File: config.mk
export PLATFORM = sky130hd
export DESIGN_NAME = tle_tile_sequencer
export DESIGN_NICKNAME = d
export VERILOG_FILES = /design/src/rtl/tle_pkg.sv /design/src/rtl/tle_tag_fifo.sv /design/src/rtl/tle_tile_sequencer.sv
export SDC_FILE = /design/constraint.sdc
export NUM_CORES = 1
export LEC_CHECK = 0
export CAP_MARGIN = 0
export CORE_ASPECT_RATIO = 0.6
export CORE_MARGIN = 2
export CORE_UTILIZATION = 50
export DETAILED_ROUTE_END_ITERATION = 6
export GPL_ROUTABILITY_DRIVEN = 0
export PLACE_DENSITY = 0.72
export SLEW_MARGIN = 20
export SYNTH_ARGS = -nofsm -noshare
export SYNTH_HDL_FRONTEND = slang
export SYNTH_SLANG_ARGS = --single-unit
File: constraint.sdc
create_clock -name clk_i -period 19.4 [get_ports clk_i]
set_clock_uncertainty 0.2 [all_clocks]
set_input_delay 3.88 -clock clk_i [delete_from_list [all_inputs] [get_ports clk_i]]
set_output_delay 3.88 -clock clk_i [all_outputs]
set_load 0.005 [all_outputs]
File: src/rtl/tle_pkg.sv
// -----------------------------------------------------------------------------
// Module     : tle_pkg
// Description: Shared types and defaults for the tile sequencer slice.
// Revision   : 1.0 - initial release
// -----------------------------------------------------------------------------
`default_nettype none

package tle_pkg;

  localparam int c_idx_w_dflt = 8;

  typedef enum logic [1:0] {
    ST_IDLE  = 2'd0,
    ST_RUN   = 2'd1,
    ST_DRAIN = 2'd2,
    ST_DONE  = 2'd3
  } state_t;

  // Result tag carried through the tag FIFO alongside each in-flight op
  typedef struct packed {
    logic [c_idx_w_dflt-1:0] m;
    logic [c_idx_w_dflt-1:0] n;
    logic                    last;
  } tag_t;

endpackage

`default_nettype wire

File: src/rtl/tle_tag_fifo.sv
// -----------------------------------------------------------------------------
// Module     : tle_tag_fifo
// Description: Synchronous tag FIFO; push and pop together while full is legal.
// Revision   : 1.0 - initial release
// -----------------------------------------------------------------------------
`default_nettype none

module tle_tag_fifo #(
  parameter int DEPTH  = 4,
  parameter int DATA_W = 17,
  parameter int CNT_W  = 3
) (
  input  logic              clk_i,
  input  logic              rst_i,
  input  logic              push_i,
  input  logic [DATA_W-1:0] push_data_i,
  input  logic              pop_i,
  output logic [DATA_W-1:0] head_o,
  output logic              empty_o,
  output logic [CNT_W-1:0]  count_o
);

  localparam int c_ptr_w = (DEPTH > 1) ? $clog2(DEPTH) : 1;

  logic [DATA_W-1:0]  r_mem [DEPTH];
  logic [c_ptr_w-1:0] r_wr_ptr;
  logic [c_ptr_w-1:0] r_rd_ptr;
  logic [CNT_W-1:0]   r_count;
  logic               w_full;
  logic               w_do_push;
  logic               w_do_pop;

  function automatic logic [c_ptr_w-1:0] ptr_inc(input logic [c_ptr_w-1:0] p);
    return (p == c_ptr_w'(DEPTH - 1)) ? '0 : p + c_ptr_w'(1);
  endfunction

  assign w_full    = (r_count == CNT_W'(DEPTH));
  assign empty_o   = (r_count == '0);
  assign w_do_pop  = pop_i && !empty_o;
  // A pop in the same cycle frees the slot a full-FIFO push needs
  assign w_do_push = push_i && (!w_full || w_do_pop);

  always_ff @(posedge clk_i) begin
    if (rst_i) begin
      r_wr_ptr <= '0;
      r_rd_ptr <= '0;
      r_count  <= '0;
    end else begin
      if (w_do_push) r_wr_ptr <= ptr_inc(r_wr_ptr);
      if (w_do_pop)  r_rd_ptr <= ptr_inc(r_rd_ptr);
      if (w_do_push && !w_do_pop) begin
        r_count <= r_count + CNT_W'(1);
      end else if (!w_do_push && w_do_pop) begin
        r_count <= r_count - CNT_W'(1);
      end
    end
  end

  always_ff @(posedge clk_i) begin
    if (w_do_push) r_mem[r_wr_ptr] <= push_data_i;
  end

  assign head_o  = r_mem[r_rd_ptr];
  assign count_o = r_count;

endmodule

`default_nettype wire

File: src/rtl/tle_tile_sequencer.sv
// -----------------------------------------------------------------------------
// Module     : tle_tile_sequencer
// Description: Issues (m,n,k) tile ops k-outermost, tracks in-flight tags.
// Revision   : 1.0 - initial release
// -----------------------------------------------------------------------------
`default_nettype none

module tle_tile_sequencer
  import tle_pkg::*;
#(
  parameter int MAX_OUTST = 4,
  parameter int IDX_W     = c_idx_w_dflt
) (
  input  logic             clk_i,
  input  logic             rst_i,
  input  logic             start_i,
  input  logic [IDX_W-1:0] m_tiles_i,
  input  logic [IDX_W-1:0] n_tiles_i,
  input  logic [IDX_W-1:0] k_tiles_i,
  input  logic             halved_precision_i,
  input  logic [3:0]       bit_size_i,
  output logic             busy_o,
  output logic             done_o,
  output logic             cfg_err_o,
  output logic             issue_valid_o,
  input  logic             issue_ready_i,
  output logic [IDX_W-1:0] issue_m_o,
  output logic [IDX_W-1:0] issue_n_o,
  output logic [IDX_W-1:0] issue_k_o,
  output logic             issue_first_o,
  output logic             issue_last_o,
  output logic             halved_precision_o,
  output logic [3:0]       bit_size_o,
  input  logic             res_valid_i,
  output logic             res_ready_o,
  output logic [IDX_W-1:0] res_m_o,
  output logic [IDX_W-1:0] res_n_o,
  output logic             res_last_o,
  output logic             wb_valid_o,
  input  logic             wb_ready_i
);

  localparam int c_cnt_w = $clog2(MAX_OUTST + 1);
  localparam int c_tag_w = 2 * IDX_W + 1;

  state_t             r_state;
  state_t             w_state_nxt;
  logic [IDX_W-1:0]   r_m;
  logic [IDX_W-1:0]   r_n;
  logic [IDX_W-1:0]   r_k;
  logic [IDX_W-1:0]   r_m_tiles;
  logic [IDX_W-1:0]   r_n_tiles;
  logic [IDX_W-1:0]   r_k_tiles;
  logic               r_halved;
  logic [3:0]         r_bit_size;
  logic               r_cfg_err;
  logic [c_cnt_w-1:0] w_outst;
  logic               w_fifo_empty;
  logic [c_tag_w-1:0] w_head;
  logic [2*IDX_W-1:0] w_mn;
  logic               w_cfg_bad;
  logic               w_n_wrap;
  logic               w_m_wrap;
  logic               w_k_wrap;
  logic               w_room;
  logic               w_dep_ok;
  logic               w_issue_hs;
  logic               w_res_hs;
  logic               w_drained;

  assign w_cfg_bad = (m_tiles_i == '0) || (n_tiles_i == '0) || (k_tiles_i == '0);
  assign w_mn      = {{IDX_W{1'b0}}, r_m_tiles} * {{IDX_W{1'b0}}, r_n_tiles};
  assign w_n_wrap  = (r_n == r_n_tiles - IDX_W'(1));
  assign w_m_wrap  = (r_m == r_m_tiles - IDX_W'(1));
  assign w_k_wrap  = (r_k == r_k_tiles - IDX_W'(1));
  assign w_room    = (w_outst < c_cnt_w'(MAX_OUTST));
  // With fewer than m*n ops in flight, (m,n,k-1) has already returned
  assign w_dep_ok  = (r_k == '0) || ((2 * IDX_W)'(w_outst) < w_mn);

  assign issue_valid_o = (r_state == ST_RUN) && !rst_i && w_room && w_dep_ok;
  assign w_issue_hs    = issue_valid_o && issue_ready_i;
  assign issue_m_o     = r_m;
  assign issue_n_o     = r_n;
  assign issue_k_o     = r_k;
  assign issue_first_o = (r_k == '0);
  assign issue_last_o  = w_k_wrap;

  assign res_ready_o = wb_ready_i && !w_fifo_empty && !rst_i;
  assign wb_valid_o  = res_valid_i && !w_fifo_empty && !rst_i;
  assign w_res_hs    = res_valid_i && res_ready_o;
  assign res_m_o     = w_head[c_tag_w-1 -: IDX_W];
  assign res_n_o     = w_head[IDX_W -: IDX_W];
  assign res_last_o  = w_head[0];

  assign halved_precision_o = r_halved;
  assign bit_size_o         = r_bit_size;

  // Looks at the outstanding count after this cycle's pop so done follows the last result directly
  assign w_drained = (w_outst == '0) || ((w_outst == c_cnt_w'(1)) && w_res_hs);

  always_ff @(posedge clk_i) begin
    if (rst_i) r_state <= ST_IDLE;
    else       r_state <= w_state_nxt;
  end

  always_comb begin
    w_state_nxt = r_state;
    busy_o      = 1'b0;
    done_o      = 1'b0;
    cfg_err_o   = 1'b0;
    case (r_state)
      ST_IDLE: begin
        if (start_i) w_state_nxt = w_cfg_bad ? ST_DONE : ST_RUN;
      end
      ST_RUN: begin
        busy_o = 1'b1;
        if (w_issue_hs && w_n_wrap && w_m_wrap && w_k_wrap) w_state_nxt = ST_DRAIN;
      end
      ST_DRAIN: begin
        busy_o = 1'b1;
        if (w_drained) w_state_nxt = ST_DONE;
      end
      ST_DONE: begin
        done_o      = 1'b1;
        cfg_err_o   = r_cfg_err;
        w_state_nxt = ST_IDLE;
      end
      default: w_state_nxt = ST_IDLE;
    endcase
    if (rst_i) begin
      busy_o    = 1'b0;
      done_o    = 1'b0;
      cfg_err_o = 1'b0;
    end
  end

  always_ff @(posedge clk_i) begin
    if (rst_i) begin
      r_m        <= '0;
      r_n        <= '0;
      r_k        <= '0;
      r_m_tiles  <= '0;
      r_n_tiles  <= '0;
      r_k_tiles  <= '0;
      r_halved   <= 1'b0;
      r_bit_size <= '0;
      r_cfg_err  <= 1'b0;
    end else begin
      if ((r_state == ST_IDLE) && start_i) begin
        r_cfg_err <= w_cfg_bad;
        r_m       <= '0;
        r_n       <= '0;
        r_k       <= '0;
        if (!w_cfg_bad) begin
          r_m_tiles  <= m_tiles_i;
          r_n_tiles  <= n_tiles_i;
          r_k_tiles  <= k_tiles_i;
          r_halved   <= halved_precision_i;
          r_bit_size <= bit_size_i;
        end
      end
      if (w_issue_hs) begin
        if (!w_n_wrap) begin
          r_n <= r_n + IDX_W'(1);
        end else begin
          r_n <= '0;
          if (!w_m_wrap) begin
            r_m <= r_m + IDX_W'(1);
          end else begin
            r_m <= '0;
            r_k <= w_k_wrap ? '0 : r_k + IDX_W'(1);
          end
        end
      end
    end
  end

  tle_tag_fifo #(
    .DEPTH  (MAX_OUTST),
    .DATA_W (c_tag_w),
    .CNT_W  (c_cnt_w)
  ) u_tag_fifo (
    .clk_i       (clk_i),
    .rst_i       (rst_i),
    .push_i      (w_issue_hs),
    .push_data_i ({r_m, r_n, w_k_wrap}),
    .pop_i       (w_res_hs),
    .head_o      (w_head),
    .empty_o     (w_fifo_empty),
    .count_o     (w_outst)
  );

endmodule

`default_nettype wire

# Word-level counts from Yosys, hierarchy flattened
# Memory sizes are Yosys's and may differ from the RTL's. A register that Yosys moved wholly into a read port is not among the register bits.
# Cells that the tools add are included.
# Widths: inputs -> output; s select.
[word_totals]
reg_bits = 63
mem_bits_rw = 68
output_inout_bits = 54
mem_count = 1
[classes]
n_addsub = 10
mul = 1
order_cmp = 2
eq_ne = 13
mux = 31
bitwise_logic = 1
reduce_logical = 39
[mem_list]
columns = ["name", "depth", "width", "read_ports", "rd_clocked_by_memory_dff", "wr", "line", "rtl"]
rows = [
  ["u_tag_fifo.r_mem", 4, 17, 1, 1, 1, "tle_tag_fifo.sv:25", "logic [DATA_W-1:0] r_mem [DEPTH];"],
]
[op_table]
columns = ["op", "count"]
rows = [
  ["$mux 8", 12],
  ["$logic_not 8->1", 4],
  ["$add 8x1->8 const B", 3],
  ["$eq 8x8->1", 3],
  ["$sub 8x1->8 const B", 3],
  ["$logic_and 1x1->1", 18],
  ["$lt 3x16->1", 1],
  ["$mul 8x8->16", 1],
  ["$mux 2", 8],
  ["$eq 2x2->1 const B", 4],
  ["$mux 1", 8],
  ["$pmux 2 s4", 1],
  ["$mux 3", 2],
  ["$logic_not 1->1", 5],
  ["$logic_or 1x1->1", 5],
  ["$add 2x1->2 const B", 2],
  ["$ne 2x2->1 const B", 2],
  ["$reduce_bool 2->1", 2],
  ["$add 3x1->3 const B", 1],
  ["$eq 3x1->1 const B", 1],
  ["$eq 3x3->1 const B", 1],
  ["$logic_not 3->1", 1],
  ["$lt 3x3->1 const B", 1],
  ["$reduce_and 3->1", 1],
  ["other kinds (7)", 7],
]

# Longest topological paths before layout
# Gate-level depths: netlist of run 1.
[depth]
depth_word = 12
depth_mapped = 24
ltp_nobuf = 22

# Cells and area by module
# A second synthesis of run 1 with hierarchy kept.
[hier_totals]
hier_cells = 861
hier_area_um2 = 8730.9
[modules_own_cells]
columns = ["mod", "n_inst", "cells_per_inst", "area_per_inst_um2"]
rows = [
  ["tle_tile_sequencer", 1, 726, 5805.6],
  ["tle_tag_fifo", 1, 135, 2925.3],
]

# Worst setup path before layout of run 1
# Ideal clock, no wire load.
[synth_timing]
path_kind = "reg-to-output"
from = "register r_m_tiles[0]"
to = "output issue_valid_o"
arrival_time_ns = 5.121
t_required_ns = 15.320
path_slack_ns = 10.199
stages_incl_launch_ff = 20
n_path_buf = 3
path_cell_list = "dfxtp_1 > clkbuf_1 > nand2_1 > fa_1 > fa_1 > inv_1 > fa_1 > inv_1 > fa_1 > inv_1 > ha_1 > nand2_1 > a211oi_1 > or3_1 > a41oi_1 > o2111ai_1 > or3_1 > clkbuf_1 > clkbuf_1 > and2_1"
[synth_between]
elab_chain_cells = 4
[synth_rtl]
columns = ["element", "line", "rtl"]
rows = [
  ["from (decl)", "tle_tile_sequencer.sv:51", "logic [IDX_W-1:0] r_m_tiles;"],
  ["from (signal assigned)", "tle_tile_sequencer.sv:155", "r_m_tiles <= m_tiles_i;"],
  ["$mul 8x8->16", "tle_tile_sequencer.sv:72", "assign w_mn = {{IDX_W{1'b0}}, r_m_tiles} * {{IDX_W{1'b0}}, r_n_tiles};"],
  ["$lt 3x16->1", "tle_tile_sequencer.sv:78", "assign w_dep_ok = (r_k == '0) || ((2 * IDX_W)'(w_outst) < w_mn);"],
  ["$logic_or 1x1->1", "tle_tile_sequencer.sv:78", ""],
  ["$logic_and 1x1->1", "tle_tile_sequencer.sv:80", "assign issue_valid_o = (r_state == ST_RUN) && !rst_i && w_room && w_dep_ok;"],
  ["to (decl)", "tle_tile_sequencer.sv:25", "output logic issue_valid_o,"],
]
# Every way passes these cells.

# Final worst setup path of run 1
[layout_timing]
from = "register r_m_tiles[3]"
to = "output issue_valid_o"
# Same word-level chain as after synthesis.

==> results of run 1 <==
area by class of cell:
type	count	area, sq um
Fill cell	1443	6690
Multi-Input combinational cell	611	4840
Sequential cell	133	3340
Timing Repair Buffer	95	928
Clock buffer	19	443
Inverter	84	315
Tap cell	234	293
Clock inverter	13	181
cell families after synthesis:
family / Yosys count / synth area share, %
muxes: 20 / 4.76
adders and majority gates: 96 / 17.0
AOI/OAI and AO/OA: 145 / 11.2
DFF: 133 / 38.6
and+or+nand+nor: 308 / 18.6
xor gates and xnor gates: 42 / 4.24
buffers and inverters: 127 / 5.59
stage by stage:
stage	std cells	power, mW	instance area [sq um]	util, %	worst slack, ns
4_1_cts	1189	0.905	10300	60.7	8.76
6_report	1189	0.903	10300	60.7	8.67
2_1_floorplan	871	0.492	8670	-	10.20
5_1_grt	1189	0.950	10300	60.7	8.31
3_3_place_gp	1157	0.556	9720	57.1	9.36
3_5_place_dp	1157	0.560	9720	57.1	9.21
flip-flops by register name, summed over array words and instances (netlist names), 2 cells and up, named ones only:
name	cells
u_tag_fifo.r_mem	68
issue_k_o	8
issue_m_o	8
issue_n_o	8
r_k_tiles	8
r_m_tiles	8
r_n_tiles	8
bit_size_o	4
u_tag_fifo.count_o	3
r_state	2
u_tag_fifo.r_rd_ptr	2
u_tag_fifo.r_wr_ptr	2
metal layers:
metal	track usage [%]	share of wire (%)	vias to the layer above
li1	-	-	3190
met1	36.5	49	3223
met2	30.5	40	263
met3	7.05	10	16
met4	4.62	0.68	0
met5	0	0	-
cells in the final DEF, fill, tap and decap left out, types with 7 or more instances in the layout:
cell and n:
dfxtp_1 65, xnor2_1 22, o211ai_1 14, nor2_1 33, ha_1 60, and3_1 12, nand2b_1 13, buf_4 7
inv_1 84, nor4_1 12, o21ai_0 18, xor2_1 20, mux4_2 17, edfxtp_1 68, nand3b_1 8, clkdlybuf4s50_1 87
nor3_1 16, nor2b_1 8, nand2_1 96, and2_1 53, a21oi_1 59, nand3_1 22, a21o_1 9, fa_1 36
clkbuf_16 17
power groups by stage:
stage	Clock (mW)	Combinational [mW]	Sequential, mW
2_1_floorplan	0	0.164	0.327
3_3_place_gp	0	0.212	0.344
5_1_grt	0.362	0.244	0.344
6_report	0.344	0.218	0.340
3_5_place_dp	0	0.214	0.345
4_1_cts	0.349	0.217	0.339
final timing paths:
check	end	slack, ns	cells after the start	from
min reg2reg	bit_size_o[1]	0.25	2	bit_size_o[1]
max reg2reg	u_tag_fifo.r_mem[0][5]	12.45	16	r_m_tiles[3]
max	issue_valid_o	8.67	17	r_m_tiles[3]
min	bit_size_o[1]	0.25	2	bit_size_o[1]
worst max-delay path: stages (launching register included):
cell             delay [ns]
dfxtp_1                0.62
nand2_1                0.15
fa_1                   0.53
fa_1                   0.51
inv_1                  0.06
fa_1                   0.52
inv_1                  0.05
fa_1                   0.53
inv_1                  0.04
ha_1                   0.39
nand2_1                0.10
a211oi_1               0.46
o21a_1                 0.27
nor3_1                 0.07
o2111ai_1              0.48
or3_1                  0.69
and2_1                 0.27
clkdlybuf4s50_1        0.51
==> reports/metrics.csv, run 1 <==
metric;value;unit
sequential fraction of the synthesis area;38.6;%
initial antenna violation count;0;
P per Cell Area;87.3;mW/mm^2
DRC Markers;0;
Net Sw Frac;30.7;%
post-cts sizing count;0;
wirelength, routed;20.7;mm
Fin. Hold Viols;0;
Net Sw Power;0.278;mW
die width;174;um
syn nets;1002;
Die ar.;0.0184;sq mm
Rows;37;
first-pass GRT wire length;33.5;mm
EDFF count, synth;68;
period utilization;55.3;%
Logic pwr share;24.2;%
final setup TNS;0;ns
clock power share;38.1;%
detailed placer's ending HPWL;15.1;mm
Finish-stage setup viols;0;
CTS root buf;clkbuf_16;
internal power;0.625;mW
Slew HR;36.4;%
total gr overflow;0;
First DRT Iteration DRCs;667;
crit path max fanout;23;
die height;106;um
Setup Fix Bufs, Post-CTS;0;
minimum clock period;10.73;ns
wire per inst;17.4;um
max_cap viols;0;
Max Clock Freq;93.2;MHz
DRT antenna net count;0;
via/cell ratio;5.63;
most frequent cell after synthesis;nand2_1;
CTS clk-pin slew, worst paths;0.06;ns
ant diodes;0;
Via Count;6692;
CTS tree;built;
vias in the first global route;6148;
ys flop type;edfxtp_1;
asr flop ratio synth;0;%
worst setup path class;reg2out;
H-tree Lvls;4;
critical path endpoint category;output port;
overall routing resource usage;23.1;%
CP required;15.32;ns
Hold WC Path Type;reg2reg;
post-synth top area cell;edfxtp_1;
peak supply drop;0.0000734;V
Core Region;0.0170;sq mm
synthesized area;0.00867;sq mm
Port Buf Inserts;88;
Synth Area per Inst;9.95;sq um
count of cell types in the netlist;64;
Num CTS Buffers;17;
layout cell share with drive strength beyond 1;7.23;%
clk_lat worst skew;0.41;ns
pin count of the biggest net entering global routing;56;
Leakage;4.17;nW
critical path arrival;6.65;ns
Slew Limit Fails;0;
Final nets;1073;
Synth top cells by count;96 x nand2_1, 84 x inv_1, 68 x edfxtp_1;
critical path startpoint category;flip-flop;
Layout area overhead;19.4;%
Worst Tran Pin Value;0.955;ns
Starting Density;50.9;%
Hold WS;0.251;ns
Synth top area share;23.6;%
TritonRoute pass-1 iters;5;
Top Ports;89;
Synth Instances;871;
largest cells by area after synthesis;edfxtp_1 24%, dfxtp_1 15%, ha_1 8.7%, fa_1 8.3%, mux4_2 4.4%;
Clock Sinks;133;
sequential fraction of design power;37.7;%
status;complete, no violations;
Synth Register Bits;133;
RSZ-0062 raised after global routing;false;
CTS max path bufs;2;
Yosys warnings;0;
hold buffers post-CTS;0;
Power figures use the tool's default switching activity.
==> inputs of run 2 (changes only) <==
--- a/config.mk
+++ b/config.mk
@@ -11,7 +11,7 @@
 export CORE_UTILIZATION = 50
 export DETAILED_ROUTE_END_ITERATION = 6
 export GPL_ROUTABILITY_DRIVEN = 0
-export PLACE_DENSITY = 0.72
+export PLACE_DENSITY = 0.74
 export SLEW_MARGIN = 20
 export SYNTH_ARGS = -nofsm -noshare
 export SYNTH_HDL_FRONTEND = slang
==> constraint.sdc (replaced) <==
create_clock -name clk_i -period 9.7 [get_ports clk_i]
set_clock_uncertainty 0.2 [all_clocks]
set_input_delay 1.94 -clock clk_i [delete_from_list [all_inputs] [get_ports clk_i]]
set_output_delay 1.94 -clock clk_i [all_outputs]
set_load 0.005 [all_outputs]
==> run 2 against run 1 <==
  * Cell count about the same
  * Combinational power up 100%
  * First-iteration DRC count down 1.6%
  * Critical path type unchanged
  * Critical endpoint unchanged
  * Largest power group is now sequential cells
  * Highest routed layer unchanged
==> reports/metrics.csv, run 2 (synthesis gave the netlist of run 1 again) <==
metric;value;unit;change
TritonRoute pass-1 iters;5;;unchanged
sequential fraction of design power;39.3;%;+1.6 points
die height;106;um;unchanged
CTS max path bufs;2;;unchanged
layout cell share with drive strength beyond 1;7.53;%;+0.31 points
ant diodes;0;;unchanged
Die ar.;0.0184;sq mm;unchanged
Slew HR;38.2;%;+1.8 points
GR Util met1;37.3;%;+0.74 points
fill cell count;1422;;-1.5%
CTS root buf;clkbuf_16;;
P per Cell Area;169;mW/mm^2;+93%
Setup Fix Bufs, Post-CTS;0;;unchanged
overall routing resource usage;24.0;%;+0.87 points
internal power;1.17;mW;+87%
DRT antenna net count;0;;unchanged
critical path startpoint category;flip-flop;;
worst setup path class;reg2out;;
Clock Sinks;133;;unchanged
pin count of the biggest net entering global routing;56;;unchanged
Slew Limit Fails;0;;unchanged
RSZ-0062 raised after global routing;false;;
total gr overflow;0;;unchanged
final core occ;60.4;%;-0.35 points
Hold WS;0.255;ns;+0.00387 ns
Net Sw Power;0.567;mW;+100%
Logic pwr share;25.3;%;+1.1 points
Layout area overhead;18.7;%;
CTS clk-pin slew, worst paths;0.06;ns;about the same
max reg flops;68;;unchanged
met2 Use GR;33.6;%;+3.1 points
via/cell ratio;5.66;;+0.65%
Max Clock Freq;118;MHz;
CP required;7.56;ns;-7.76 ns
Top Ports;89;;unchanged
gr busiest metal;met1;;
grt met3 use;5.51;%;-1.5 points
Final nets;1074;;+0.093%
first-pass GRT wire length;34.7;mm;+3.5%
critical path endpoint category;output port;;
commonest non-fill, non-tap cell in the layout;nand2_1;;
Leakage;4.16;nW;-0.33%
Via Count;6741;;+0.73%
Num CTS Buffers;17;;unchanged
most frequent cells in the layout;96 x nand2_1, 87 x clkdlybuf4s50_1, 84 x inv_1, 68 x edfxtp_1, 65 x dfxtp_1;;
Net Sw Frac;32.7;%;+1.9 points
vias in the first global route;6445;;+4.8%
initial antenna violation count;0;;unchanged
Fin. Hold Viols;0;;unchanged
Rows;37;;unchanged
H-tree Lvls;4;;unchanged
clk_lat worst skew;0.42;ns;about the same
wirelength, routed;21.4;mm;+3.7%
hold buffers post-CTS;0;;unchanged
Finish-stage setup viols;0;;unchanged
die width;174;um;unchanged
placed cell count;1158;;+0.086%
filler-free cell count of the finished design;1190;;+0.084%
Core Region;0.0170;sq mm;unchanged
minimum clock period;8.46;ns;
clock power share;35.4;%;-2.7 points
critical path arrival;6.32;ns;-0.33 ns
wire per inst;18.0;um;+3.6%
Biggest register;u_tag_fifo.r_mem;;
status;complete, no violations;;
detailed placer's ending HPWL;15.3;mm;+1.3%
final setup TNS;0;ns;unchanged
CTS tree;built;;
Port Buf Inserts;88;;unchanged
post-cts sizing count;0;;unchanged
crit path max fanout;23;;unchanged
Starting Density;50.9;%;unchanged
Worst Tran Pin Value;0.928;ns;-0.0271 ns
period utilization;87.2;%;
peak supply drop;0.000123;V;+67%
Hold WC Path Type;reg2reg;;
max_cap viols;0;;unchanged
First DRT Iteration DRCs;656;;-1.6%
DRC Markers;0;;unchanged
==> run 2: cell count changes in the layout (fill, tap and decap cells not counted), moves of 2 or more <==
| cell | previous run | this run |
|---|---|---|
| clkinvlp_4 | 4 | 2 |
| clkinv_2 | 2 | 4 |
| inv_6 | 1 | 3 |
| clkinv_4 | 1 | 4 |
| bufinv_16 | 4 | 1 |
==> run 2: critical path: stages, from the launching register on <==
cell and delay (ns):
dfxtp_1 0.62, nand2_1 0.15, fa_1 0.51, fa_1 0.50, inv_1 0.06, fa_1 0.52
inv_1 0.05, fa_1 0.54, inv_1 0.05, ha_1 0.39, nand2_1 0.10, a211oi_1 0.42
o21a_1 0.25, o21a_1 0.14, o2111ai_1 0.29, or3_1 0.44, buf_4 0.22, and2_1 0.19
clkdlybuf4s50_1 0.45
==> run 2: layer usage <==
metal / vias up / wire [um]
met3: 23 / 1790
met1: 3266 / 10400
met5: - / 0
met4: 0 / 212
met2: 260 / 8980
li1: 3192 / -
==> run 2: per-stage QoR <==
stage / cell area [sq um] / setup WS (ns) / power, mW
3_3_place_gp: 9730 / 1.87 / 1.11
2_1_floorplan: 8670 / 2.44 / 0.983
3_5_place_dp: 9730 / 1.78 / 1.12
4_1_cts: 10300 / 1.33 / 1.74
6_report: 10300 / 1.24 / 1.73
5_1_grt: 10300 / 0.938 / 1.83
==> run 2: power by group through the flow <==
| stage | Sequential, mW | Combinational [mW] | Clock (mW) |
|---|---|---|---|
| after global routing | 0.688 | 0.489 | 0.649 |
| after floorplan | 0.654 | 0.329 | 0 |
| after detailed placement | 0.691 | 0.432 | 0 |
| after CTS | 0.679 | 0.437 | 0.620 |
| after global placement | 0.688 | 0.425 | 0 |
| final | 0.682 | 0.439 | 0.614 |
==> run 2: area by class of cell <==
type	count	area (sq um)	share of cell area, %
clock buffer	17	425	4.14
clock inverter	15	131	1.28
inverter	84	315	3.07
multi-input combinational	611	4840	47.1
sequential	133	3340	32.5
tap	234	293	2.85
timing repair buffer	96	936	9.10
==> run 2: worst paths after layout <==
check,from,to,cells after the start,slack (ns)
worst min-delay path,bit_size_o[3],bit_size_o[3],2,0.25
worst max-delay path,r_n_tiles[4],issue_valid_o,18,1.24
worst max register to register,r_n_tiles[4],u_tag_fifo.r_mem[1][9],17,3.14
worst min register to register,bit_size_o[3],bit_size_o[3],2,0.25
